===== src/rtl/mash_ncl.sv =====
// mash_ncl -- noise-cancellation / recombination network for a MASH 1-1-1
// delta-sigma modulator. Consumes the 1-bit carries of up to three cascaded
// stages, aligns them in time and applies the digital differentiators,
// producing one registered signed output per enabled clock.
//
// Parameters:
//   ORDER    number of cascaded stages consumed (1, 2 or 3)
// Ports:
//   clk      rising-edge clock shared with the MASH stages
//   rst_n    asynchronous active-low reset
//   en       sample enable; state advances only on enabled edges
//   clr      synchronous flush, priority over en
//   c1..c3   stage carries (c2 lags c1 by one cycle, c3 by two)
//   y_out    registered output, 4-bit two's complement
//   y_valid  high once the pipeline history is fully populated
//
// Optional build: define MASH_NCL_OFFSET_EN to emit y_out as offset binary
// (y + 3, range 0..7). Reset/flush value of y_out stays 0 in both builds.

module mash_ncl #(
    parameter int ORDER = 3
) (
    input  logic       clk,
    input  logic       rst_n,
    input  logic       en,
    input  logic       clr,
    input  logic       c1,
    input  logic       c2,
    input  logic       c3,
    output logic [3:0] y_out,
    output logic       y_valid
);

    generate
        if (ORDER < 1 || ORDER > 3) begin : g_bad_order
            $error("mash_ncl: ORDER must be 1, 2 or 3");
        end
    endgenerate

    localparam logic [2:0] FILL_MAX = 3'(ORDER + 1);

    // Alignment delay lines and differentiator history.
    logic       c1_d1, c1_d2, c2_d1;
    logic       a2_z1, a3_z1, a3_z2;
    logic [2:0] fill;

    logic       a1, a2, a3;
    logic [3:0] y;
    logic [2:0] fill_nxt;

    // Pick the aligned taps. Stages beyond ORDER contribute 0, which also
    // keeps their history registers at 0 so the sum collapses correctly.
    always_comb begin
        a1 = c1_d2;
        a2 = 1'b0;
        a3 = 1'b0;
        if (ORDER == 1) begin
            a1 = c1;
        end else if (ORDER == 2) begin
            a1 = c1_d1;
            a2 = c2;
        end else begin
            a1 = c1_d2;
            a2 = c2_d1;
            a3 = c3;
        end
    end

    // Modulo-16 arithmetic on zero-extended carries gives the correct
    // two's complement result since the true range is -3..+4.
    always_comb begin
        y = {3'b000, a1}
          + {3'b000, a2} - {3'b000, a2_z1}
          + {3'b000, a3} - {2'b00, a3_z1, 1'b0} + {3'b000, a3_z2};
    end

    always_comb begin
        fill_nxt = (fill == FILL_MAX) ? fill : fill + 3'd1;
    end

    always_ff @(posedge clk or negedge rst_n) begin
        if (!rst_n) begin
            c1_d1   <= 1'b0;
            c1_d2   <= 1'b0;
            c2_d1   <= 1'b0;
            a2_z1   <= 1'b0;
            a3_z1   <= 1'b0;
            a3_z2   <= 1'b0;
            fill    <= 3'd0;
            y_out   <= 4'd0;
            y_valid <= 1'b0;
        end else if (clr) begin
            c1_d1   <= 1'b0;
            c1_d2   <= 1'b0;
            c2_d1   <= 1'b0;
            a2_z1   <= 1'b0;
            a3_z1   <= 1'b0;
            a3_z2   <= 1'b0;
            fill    <= 3'd0;
            y_out   <= 4'd0;
            y_valid <= 1'b0;
        end else if (en) begin
            c1_d1   <= c1;
            c1_d2   <= c1_d1;
            c2_d1   <= c2;
            a2_z1   <= a2;
            a3_z1   <= a3;
            a3_z2   <= a3_z1;
            fill    <= fill_nxt;
`ifdef MASH_NCL_OFFSET_EN
            y_out   <= y + 4'd3;
`else
            y_out   <= y;
`endif
            // Registered alongside y_out so the flag describes this output.
            y_valid <= (fill_nxt == FILL_MAX);
        end
    end

endmodule


===== config.mk =====
export PLATFORM = sky130hd
export DESIGN_NAME = mash_ncl
export DESIGN_NICKNAME = d
export VERILOG_FILES = /design/src/rtl/mash_ncl.sv
export SDC_FILE = /design/constraint.sdc
export NUM_CORES = 1
export LEC_CHECK = 0
export BUFFER_PORTS_ARGS = -buffer_cell sky130_fd_sc_hd__buf_2
export CAP_MARGIN = 20
export CORE_MARGIN = 2
export CORE_UTILIZATION = 50
export DETAILED_ROUTE_END_ITERATION = 8
export PLACE_DENSITY = 0.7
export SYNTH_ARGS = -nofsm -noshare
export SYNTH_HDL_FRONTEND = slang
export SYNTH_SLANG_ARGS = --single-unit

===== constraint.sdc =====
create_clock -name clk -period 4.3 [get_ports clk]
set_clock_uncertainty 0.1 [all_clocks]
set_input_delay 0 -clock clk [delete_from_list [all_inputs] [get_ports clk]]
set_output_delay 0 -clock clk [all_outputs]
set_load 0.05 [all_outputs]

## Yosys cells after proc, flatten, opt, wreduce, memory -nomap -nowiden

Index checks and enable logic that the tools add are counted.

| cells by class | value |
|---|---|
| add/subtract/negate cells | 6 |
| $mul | 0 |
| div/mod/pow operators | 0 |
| order comparisons | 0 |
| equal/unequal tests | 2 |
| shift operators | 0 |
| muxes and demuxes | 19 |
| bitwise logic cells | 0 |
| reductions and logical operators | 1 |

Operators with widths:

| operator | number |
|---|---|
| two-way mux 1 bit | 14 |
| two-way mux 3 bit | 3 |
| two-way mux 4 bit | 2 |
| equality test 3 bit (second input constant) | 2 |
| adder 3 x 2 -> 4 bit | 1 |
| adder 4 x 1 -> 4 bit | 1 |
| subtractor 4 x 2 -> 4 bit | 1 |
| adder 3 x 1 -> 3 bit (second input constant) | 1 |
| subtractor 2 x 1 -> 3 bit | 1 |
| adder 1 x 1 -> 2 bit | 1 |
| nonzero test 2 bit | 1 |

| word-level totals | value |
|---|---|
| register bits after elaboration | 14 |
| latch bits | 0 |
| RAM bits | 0 |
| bits in read-only memories | 0 |
| bits of input ports | 7 |
| output and inout bits | 5 |
| logic and storage cells | 37 |
| memories kept | 0 |

## Logic depth before layout (Yosys ltp)

Gate-level depths: netlist of the first run.

| logic depth | value |
|---|---|
| depth after elaboration | 7 |
| mapped depth | 12 |
| depth with buffers taken out | 12 |

## Worst setup path after synthesis of the first run

Ideal clock, no wire load.

| path | value |
|---|---|
| path kind | register to register |
| start point | reg a2_z1 |
| end point | reg y_out[2] |
| setup time | 0.121 ns |
| data arrival time | 1.892 ns |
| data required time | 4.079 ns |
| slack | 2.187 ns |
| cell stages (with the launch flop) | 12 |
| buffers on the path | 0 |
| period minus slack after synthesis | 2.113 ns |
| cells stage by stage | dfrtp_1 > ha_1 > inv_1 > ha_1 > inv_1 > ha_1 > inv_1 > ha_1 > ha_1 > xnor2_1 > mux2i_1 > nor2_1 |

| on the way | value |
|---|---|
| word-level cells in the longest chain between the ends | 6 |

Ends and longest elaborated chain:

| what | RTL line | text |
|---|---|---|
| from (decl) | 44 | `logic a2_z1, a3_z1, a3_z2;` |
| from (signal assigned) | 86 | `a2_z1 <= 1'b0;` |
| from (signal assigned) | 96 | `a2_z1 <= 1'b0;` |
| from (signal assigned) | 106 | `a2_z1 <= a2;` |
| subtractor 2 x 1 -> 3 bit | 73 | `+ {3'b000, a2} - {3'b000, a2_z1}` |
| adder 3 x 2 -> 4 bit | 74 | `+ {3'b000, a3} - {2'b00, a3_z1, 1'b0} + {3'b000, a3_z2};` |
| subtractor 4 x 2 -> 4 bit | 74 |  |
| adder 4 x 1 -> 4 bit | 74 |  |
| two-way mux 4 bit | 102 | `end else if (en) begin` |
| two-way mux 4 bit | 92 | `end else if (clr) begin` |
| to (signal assigned) | 113 | `y_out <= y;` |
| to (decl) | 30 | `output logic [3:0] y_out,` |

No other way between the ends. The select of a mux whose other input is x is not followed.
A chain may end at the register's enable or synchronous reset.

## Final worst setup path of the first run

| path | value |
|---|---|
| start point | reg c2_d1 (netlist: a2) |
| end point | reg y_out[2] |

| on the way | value |
|---|---|
| word-level cells in the longest chain between the ends | 7 |

Ends and longest elaborated chain:

| what | RTL line | text |
|---|---|---|
| from (decl) | 43 | `logic c1_d1, c1_d2, c2_d1;` |
| from (signal assigned) | 85 | `c2_d1 <= 1'b0;` |
| from (signal assigned) | 95 | `c2_d1 <= 1'b0;` |
| from (signal assigned) | 105 | `c2_d1 <= c2;` |
| adder 1 x 1 -> 2 bit | 73 |  |
| subtractor 2 x 1 -> 3 bit | 73 |  |
| adder 3 x 2 -> 4 bit | 74 |  |
| subtractor 4 x 2 -> 4 bit | 74 |  |
| adder 4 x 1 -> 4 bit | 74 |  |
| two-way mux 4 bit | 102 |  |
| two-way mux 4 bit | 92 |  |

No other way between the ends. The select of a mux whose other input is x is not followed.

==> results.sh, run 1 <==
export IMPL_worstPathRequired_ns=4.37
export IMPL_comb_power_share=0.208
export IMPL_netlist_area_um2=801
export IMPL_synth_simple_area_share=0.108
export IMPL_ir_worst_vdd_v=0.000225
export IMPL_switching_share=0.290
export IMPL_clock_path_buffers=2
export IMPL_postLayoutCellArea_um2=968
export IMPL_drtAntennaViolNets=0
export IMPL_synth_area_leaders="dfrtp_1 44%, ha_1 13%, mux2i_1 13%"
export IMPL_dp_hpwl_um=940
export IMPL_cts_setup_buffers=0
export IMPL_drv_slew=0
export IMPL_synth_mux_area_frac=0.125
export IMPL_tns_ns=0
export IMPL_start_util=0.532
export IMPL_p_leak_nw=0.534
export IMPL_yosys_warnings=0
export IMPL_drc=0
export IMPL_setup_viol=0
export IMPL_multi_input_area_um2=382
export IMPL_cp_cell_sequence="inv_1 > ha_1 > inv_1 > ha_1 > inv_1 > ha_1 > inv_1 > ha_1 > ha_1 > xnor2_1 > mux2i_1 > nor2_1"
export IMPL_routed_wl_mm=1.32
export IMPL_final_seq_area_um2=350
export IMPL_crit_buf_inv=4
export IMPL_worstSetupPathType="reg2reg"
export IMPL_fin_nets=114
export IMPL_drt_iter0_markers=2
export IMPL_fillCellCount=127
export IMPL_ios=12
export IMPL_wl_per_cell_um=11.8
export IMPL_worstMarginPinSlew_ns=0.374
export IMPL_core_region_area_um2=1510
export IMPL_drive_gt1_frac=0.156
export IMPL_synth_top_area_frac=0.438
export IMPL_status="finished clean"
export IMPL_period_share=0.520
export IMPL_cts_sinks=14
export IMPL_syn_nets=93
export IMPL_cp_max_fo=3
export IMPL_synth_adder_area_share=0.175
export IMPL_gp_congestion=0.804
export IMPL_cp_end_kind="flip-flop"
export IMPL_yosysTopAreaCell="dfrtp_1"
export IMPL_max_freq_mhz=447
export IMPL_finalHoldViolations=0
export IMPL_crit_arrival_ns=2.30
export IMPL_internal_power_mw=0.218
export IMPL_cts_max_level=1
export IMPL_worstSetupStartpointType="flip-flop"
export IMPL_clkPwrFrac=0.321
export IMPL_vias=552
export IMPL_drt_first_pass_iters=4
export IMPL_cpLargestDelayFamily="adder cells"
export IMPL_slew_limit_headroom=0.751
export IMPL_synth_cell_type_count=18
export IMPL_dieWidth_um=44.0
export IMPL_cts_tree="yes"
export IMPL_min_path_type="in2async"
export IMPL_grt_max_degree=16
export IMPL_grt_overflow=0
export IMPL_ys_ff_latch=14
export IMPL_grt_setup_unrepaired="false"
export IMPL_diodes=0
export IMPL_cts_root_buf="clkbuf_4"
export IMPL_synth_avg_cell_area_um2=10.5
export IMPL_antenna_found_initial=0
export IMPL_place_area_um2=852
export IMPL_max_stage_delay_ns=0.38
export IMPL_p_sw_mw=0.0889
export IMPL_grt_util_all_layers=0.166
export IMPL_synth_top_family_by_area="adder cells"
export IMPL_synth_compound_area_share=0.0359
export IMPL_crit_top_cell="ha_1"
export IMPL_grt_pass1_vias=586
export IMPL_numCtsBuffers=3
export IMPL_vias_per_cell=4.93
export IMPL_syn_inst=76
export IMPL_power_density_nw_per_um2=316
export IMPL_die_area_um2=1940
export IMPL_min_period_ns=2.24
export IMPL_synth_xor_area_share=0.0328
export IMPL_port_buffers=11
export IMPL_ys_seq_area_frac=0.438
export IMPL_pwr_share_seq=0.471
export IMPL_critical_path_slowest_cell="dfrtp_1"
export IMPL_clk_pin_slew_ns=0.09
export IMPL_rows=14
export IMPL_die_h_um=44.0
export IMPL_area_growth_pct=20.9
export IMPL_clkLatencyLatePin_ns=0.28
export IMPL_cap_viol_max_count=0
export IMPL_grt_pass1_wl_mm=2.37
export IMPL_fin_util=0.643
==> per-stage QoR <==
step / power, mW / cells / hold WS [ns] / setup slack (ns)
floorplan: 0.190 / 76 / -0.396 / 2.19
global placement: 0.204 / 100 / -0.191 / 2.12
detailed placement: 0.206 / 100 / -0.188 / 2.06
CTS: 0.308 / 112 / 0.0379 / 2.05
global route: 0.320 / 112 / 0.0625 / 1.88
finish: 0.306 / 112 / 0.0269 / 2.06
==> layer usage <==
metal  track usage  vias to the layer above  routed length [µm]
li1              -                      279                   -
met1         0.204                      260                 625
met2         0.276                        9                 639
met3        0.0327                        4                  41
met4        0.0848                        0                  16
met5             0                        -                   0
==> cells in the mapped netlist, drive strengths merged <==
cell type,number
xnor2,3
nand3b,2
inv,12
a21oi,1
nand2,4
a21boi,1
nand2b,1
dfrtp,14
o31ai,1
mux2i,10
nand3,1
nor2,12
o2111ai,1
fa,2
ha,8
buf,3
==> cell usage in the layout, fill, tap and decap left out, types with 2 or more instances in the layout <==
cell and count:
ha_1 8, nor2_1 12, clkbuf_4 3, nand3b_1 2, xnor2_1 3, buf_2 11, inv_1 12, dfrtp_1 14
dlygate4sd3_1 8, mux2i_1 10, fa_1 2, nand2_1 4
==> sequential cells by signal, summed over array words and instances (netlist names) <==
register  cells
c1_d1         1
a3_z2         1
y_out         4
fill          3
a3_z1         1
a2_z1         1
a2            1
y_valid       1
a1            1
==> cell type report <==
type | count | area share
inverters | 12 | 0.0465
well taps | 16 | 0.0207
multi-input cells | 47 | 0.394
flip-flops and latches | 14 | 0.362
clock buffers | 4 | 0.0375
repair buffers | 19 | 0.140
==> power groups by stage <==
stage / clock network, mW / logic, mW / registers [mW]
after global routing: 0.103 / 0.0715 / 0.146
after floorplan: 0 / 0.0336 / 0.157
after CTS: 0.0989 / 0.0644 / 0.144
after global placement: 0 / 0.0573 / 0.147
final: 0.0984 / 0.0637 / 0.144
after detailed placement: 0 / 0.0587 / 0.147
==> repair_timing <==
item / CTS / global route
gates resized for setup: 0 / 0
hold buffers: 8 / 0
hold endpoints to repair: 26 / 0
==> worst reg2reg max path, stage by stage, from the launching register on <==
cell and delay (ns):
dfrtp_1 0.38, inv_1 0.05, ha_1 0.26, inv_1 0.06, ha_1 0.13, inv_1 0.06, ha_1 0.27, inv_1 0.04
ha_1 0.17, ha_1 0.30, xnor2_1 0.13, mux2i_1 0.14, nor2_1 0.06
==> path summary, 6_finish.rpt <==
path,start,end,slack [ns],depth (start not counted)
max,a2$_DFFE_PN0P_,y_out[2]$_DFFE_PN0P_,2.06,12
min reg2reg,y_valid$_DFFE_PN0P_,y_valid$_DFFE_PN0P_,0.38,2
min in group clk,en,y_out[3]$_DFFE_PN0P_,0.06,3
max in group asynchronous,rst_n,y_out[3]$_DFFE_PN0P_,3.84,2
min,rst_n,a1$_DFFE_PN0P_,0.03,2
max reg2reg,a2$_DFFE_PN0P_,y_out[2]$_DFFE_PN0P_,2.06,12
==> cells by family (layout without fill, tap and decap cells) <==
| family | Yosys count | count (layout) |
|---|---|---|
| xor+xnor | 3 | 3 |
| flops | 14 | 14 |
| buf+inv | 15 | 35 |
| compound gates | 4 | 4 |
| simple gates | 20 | 20 |
| fa+ha+maj | 10 | 10 |
| mux | 10 | 10 |
(Power assumes the default switching activity.)
==> inputs of run 2 (changes only) <==
Settings changed: ABC_AREA from default to 1, CORE_UTILIZATION 50 to 48, PLACE_DENSITY 0.7 to 0.71.
Clock period 4.3 ns to 1.9 ns, I/O delays scaled along.
==> run 2 against run 1 <==
  * The flow now finishes with violations (setup timing)
  * Core utilization grew 5.5 points
  * Final area grew 7.2%
  * Register-to-register slack lost 2.2 ns
  * Sequential cell count is the same
  * Area after synthesis shrank 5.3%
  * Largest power group unchanged
  * Highest routed layer unchanged
==> results.sh, run 2 <==
export IMPL_grt_overflow=0
export IMPL_slew_limit_headroom=0.788
export IMPL_final_cell_mix="21 x nand2_1, 14 x dfrtp_1, 11 x buf_2"
export IMPL_worstSetupStartpointType="flip-flop"
export IMPL_comb_power_share=0.244
export IMPL_largest_register="y_out"
export IMPL_status="finished with violations"
export IMPL_drv_slew=0
export IMPL_fin_nets=127
export IMPL_start_util=0.509
export IMPL_grt_max_degree=15
export IMPL_yosys_warnings=0
export IMPL_ys_seq_area_frac=0.462
export IMPL_grt_pass1_vias=613
export IMPL_crit_arrival_ns=2.13
export IMPL_rrSetupSlack_ns=-0.15
export IMPL_ios=12
export IMPL_drt_first_pass_iters=4
export IMPL_r2r_start="a2_z1$_DFFE_PN0P_"
export IMPL_ir_worst_vdd_v=0.000407
export IMPL_finalHoldViolations=0
export IMPL_die_area_um2=1910
export IMPL_cts_tree="yes"
export IMPL_cts_sinks=14
export IMPL_drt_iter0_markers=6
export IMPL_cts_max_level=1
export IMPL_synth_top_area_frac=0.462
export IMPL_worstMarginPinSlew_ns=0.317
export IMPL_period_share=1.08
export IMPL_routed_wl_mm=1.59
export IMPL_rr_endpoint="y_out[2]$_DFFE_PN0P_"
export IMPL_drtAntennaViolNets=0
export IMPL_dp_hpwl_mm=1.05
export IMPL_die_h_um=43.7
export IMPL_r2r_cells=10
export IMPL_switching_share=0.306
export IMPL_core_region_area_um2=1490
export IMPL_ys_ff_latch=14
export IMPL_synth_most_common_cell="nand2_1"
export IMPL_crit_end="y_out[2]$_DFFE_PN0P_"
export IMPL_dieWidth_um=43.7
export IMPL_largest_registers="y_out x4, fill x3"
export IMPL_worstPathRequired_ns=1.97
export IMPL_cp_end_kind="flip-flop"
export IMPL_wl_per_cell_um=12.8
export IMPL_min_period_ns=2.05
export IMPL_crit_start="a2_z1$_DFFE_PN0P_"
export IMPL_setup_viol=3
export IMPL_worstSetupPathType="reg2reg"
export IMPL_grt_setup_unrepaired="true"
export IMPL_syn_inst=83
export IMPL_rows=14
export IMPL_area_growth_pct=37.0
export IMPL_setup_slack_ns=-0.153
export IMPL_drive_gt1_frac=0.306
export IMPL_p_sw_mw=0.199
export IMPL_synth_flop_cell="dfrtp_1"
export IMPL_final_common_cell="nand2_1"
export IMPL_cap_viol_max_count=0
export IMPL_synth_cell_type_count=14
export IMPL_gp_congestion=0.802
export IMPL_ys_top_cells_by_count="21 x nand2_1, 14 x dfrtp_1, 14 x inv_1"
export IMPL_clk_pin_slew_ns=0.08
export IMPL_clkPwrFrac=0.257
export IMPL_vias_per_cell=4.92
export IMPL_synthArstFlopShare=1.00
export IMPL_violations="setup timing"
export IMPL_power_density_nw_per_um2=627
export IMPL_synth_avg_cell_area_um2=9.14
export IMPL_tns_ns=-0.287
export IMPL_yosysTopAreaCell="dfrtp_1"
export IMPL_synth_edf_count=0
export IMPL_p_leak_nw=0.529
export IMPL_grt_util_all_layers=0.209
export IMPL_cp_max_fo=2
export IMPL_clock_path_buffers=2
export IMPL_largest_reg_flops=4
export IMPL_synth_area_leaders="dfrtp_1 46%, ha_1 13%, nand2_1 10%"
export IMPL_grt_pass1_wl_mm=2.78
export IMPL_max_freq_mhz=487
export IMPL_dp_slack_ns=-0.211
export IMPL_numCtsBuffers=3
export IMPL_fin_util=0.697
export IMPL_syn_nets=100
export IMPL_netlist_area_um2=758
export IMPL_diodes=0
export IMPL_drc=0
export IMPL_internal_power_mw=0.452
export IMPL_power_mw=0.652
export IMPL_antenna_found_initial=0
export IMPL_clkLatencyLatePin_ns=0.28
export IMPL_port_buffers=11
export IMPL_cts_root_buf="clkbuf_4"
export IMPL_vias=610
export IMPL_pwr_share_seq=0.499
export IMPL_min_path_type="in2async"
-- run 2: cell types whose count changed after synthesis, sizes merged, moves of 5 or more --
cell | before | now
nand2 | 4 | 24
nor2 | 12 | 1
o21ai | 0 | 11
mux2i | 10 | 0
inv | 12 | 17
-- run 2: kinds of logic after synthesis --
kind of cell	Yosys count	share of synthesized area
xor gates and xnor gates	1	0.0116
buffers and inverters	17	0.0908
AOI/OAI and AO/OA	12	0.0842
DFF	14	0.462
and+or+nand+nor	29	0.167
adders and majority gates	10	0.185
-- run 2: worst max-delay path: stages, from the launching register on --
cell and delay (ns):
dfrtp_1 0.41, ha_4 0.25, inv_2 0.06, ha_4 0.13, inv_4 0.04, ha_4 0.25, inv_2 0.04, ha_4 0.15
ha_4 0.26, xor2_1 0.18, o21ai_1 0.08
-- run 2: area by class of cell --
class,instances,area (µm²)
clock buffer,3,22.5
multi-input combinational,52,414
fill,99,450
tap,16,20.0
timing repair buffer,22,160
inverter,17,71.3
sequential,14,350
-- run 2: repair_timing --
item / 4_1_cts / 5_1_grt
endpoints found under the hold margin: 22 / 0
gates cloned: 0 / 0
setup buffers: 0 / 1
setup endpoints to repair: 3 / 3
resized for setup: 12 / 0
pin swaps: 5 / 1
hold buffers: 9 / 0
-- run 2: power by group through the flow --
stage | logic [mW] | clock network [mW] | registers [mW]
6_report | 0.159 | 0.167 | 0.325
5_1_grt | 0.176 | 0.182 | 0.328
4_1_cts | 0.151 | 0.168 | 0.325
3_5_place_dp | 0.123 | 0 | 0.330
3_3_place_gp | 0.120 | 0 | 0.330
2_1_floorplan | 0.0606 | 0 | 0.353
-- run 2: how the worst min path moves through the flow --
stage	cells after the start	endpoint	startpoint	slack, ns
after floorplan	0	a1$_DFFE_PN0P_	rst_n	-0.40
after global placement	1	y_out[2]$_DFFE_PN0P_	rst_n	-0.19
final	2	y_out[2]$_DFFE_PN0P_	rst_n	0.04
after detailed placement	1	y_out[2]$_DFFE_PN0P_	rst_n	-0.19
after global routing	2	y_out[2]$_DFFE_PN0P_	rst_n	0.08
after CTS	2	y_out[2]$_DFFE_PN0P_	rst_n	0.05
-- run 2: per-layer routing --
| metal | track usage | part of all wire |
|---|---|---|
| met1 | 0.280 | 0.47 |
| met2 | 0.315 | 0.48 |
| met3 | 0.0333 | 0.027 |
| met4 | 0.127 | 0.025 |
| met5 | 0 | 0 |
-- run 2: through the flow --
stage,instance area [µm²],cells,hold slack [ns]
after floorplan,776,83,-0.396
after global placement,858,111,-0.189
after detailed placement,858,111,-0.190
after CTS,1030,123,0.0506
after global routing,1040,124,0.0785
final,1040,124,0.0356
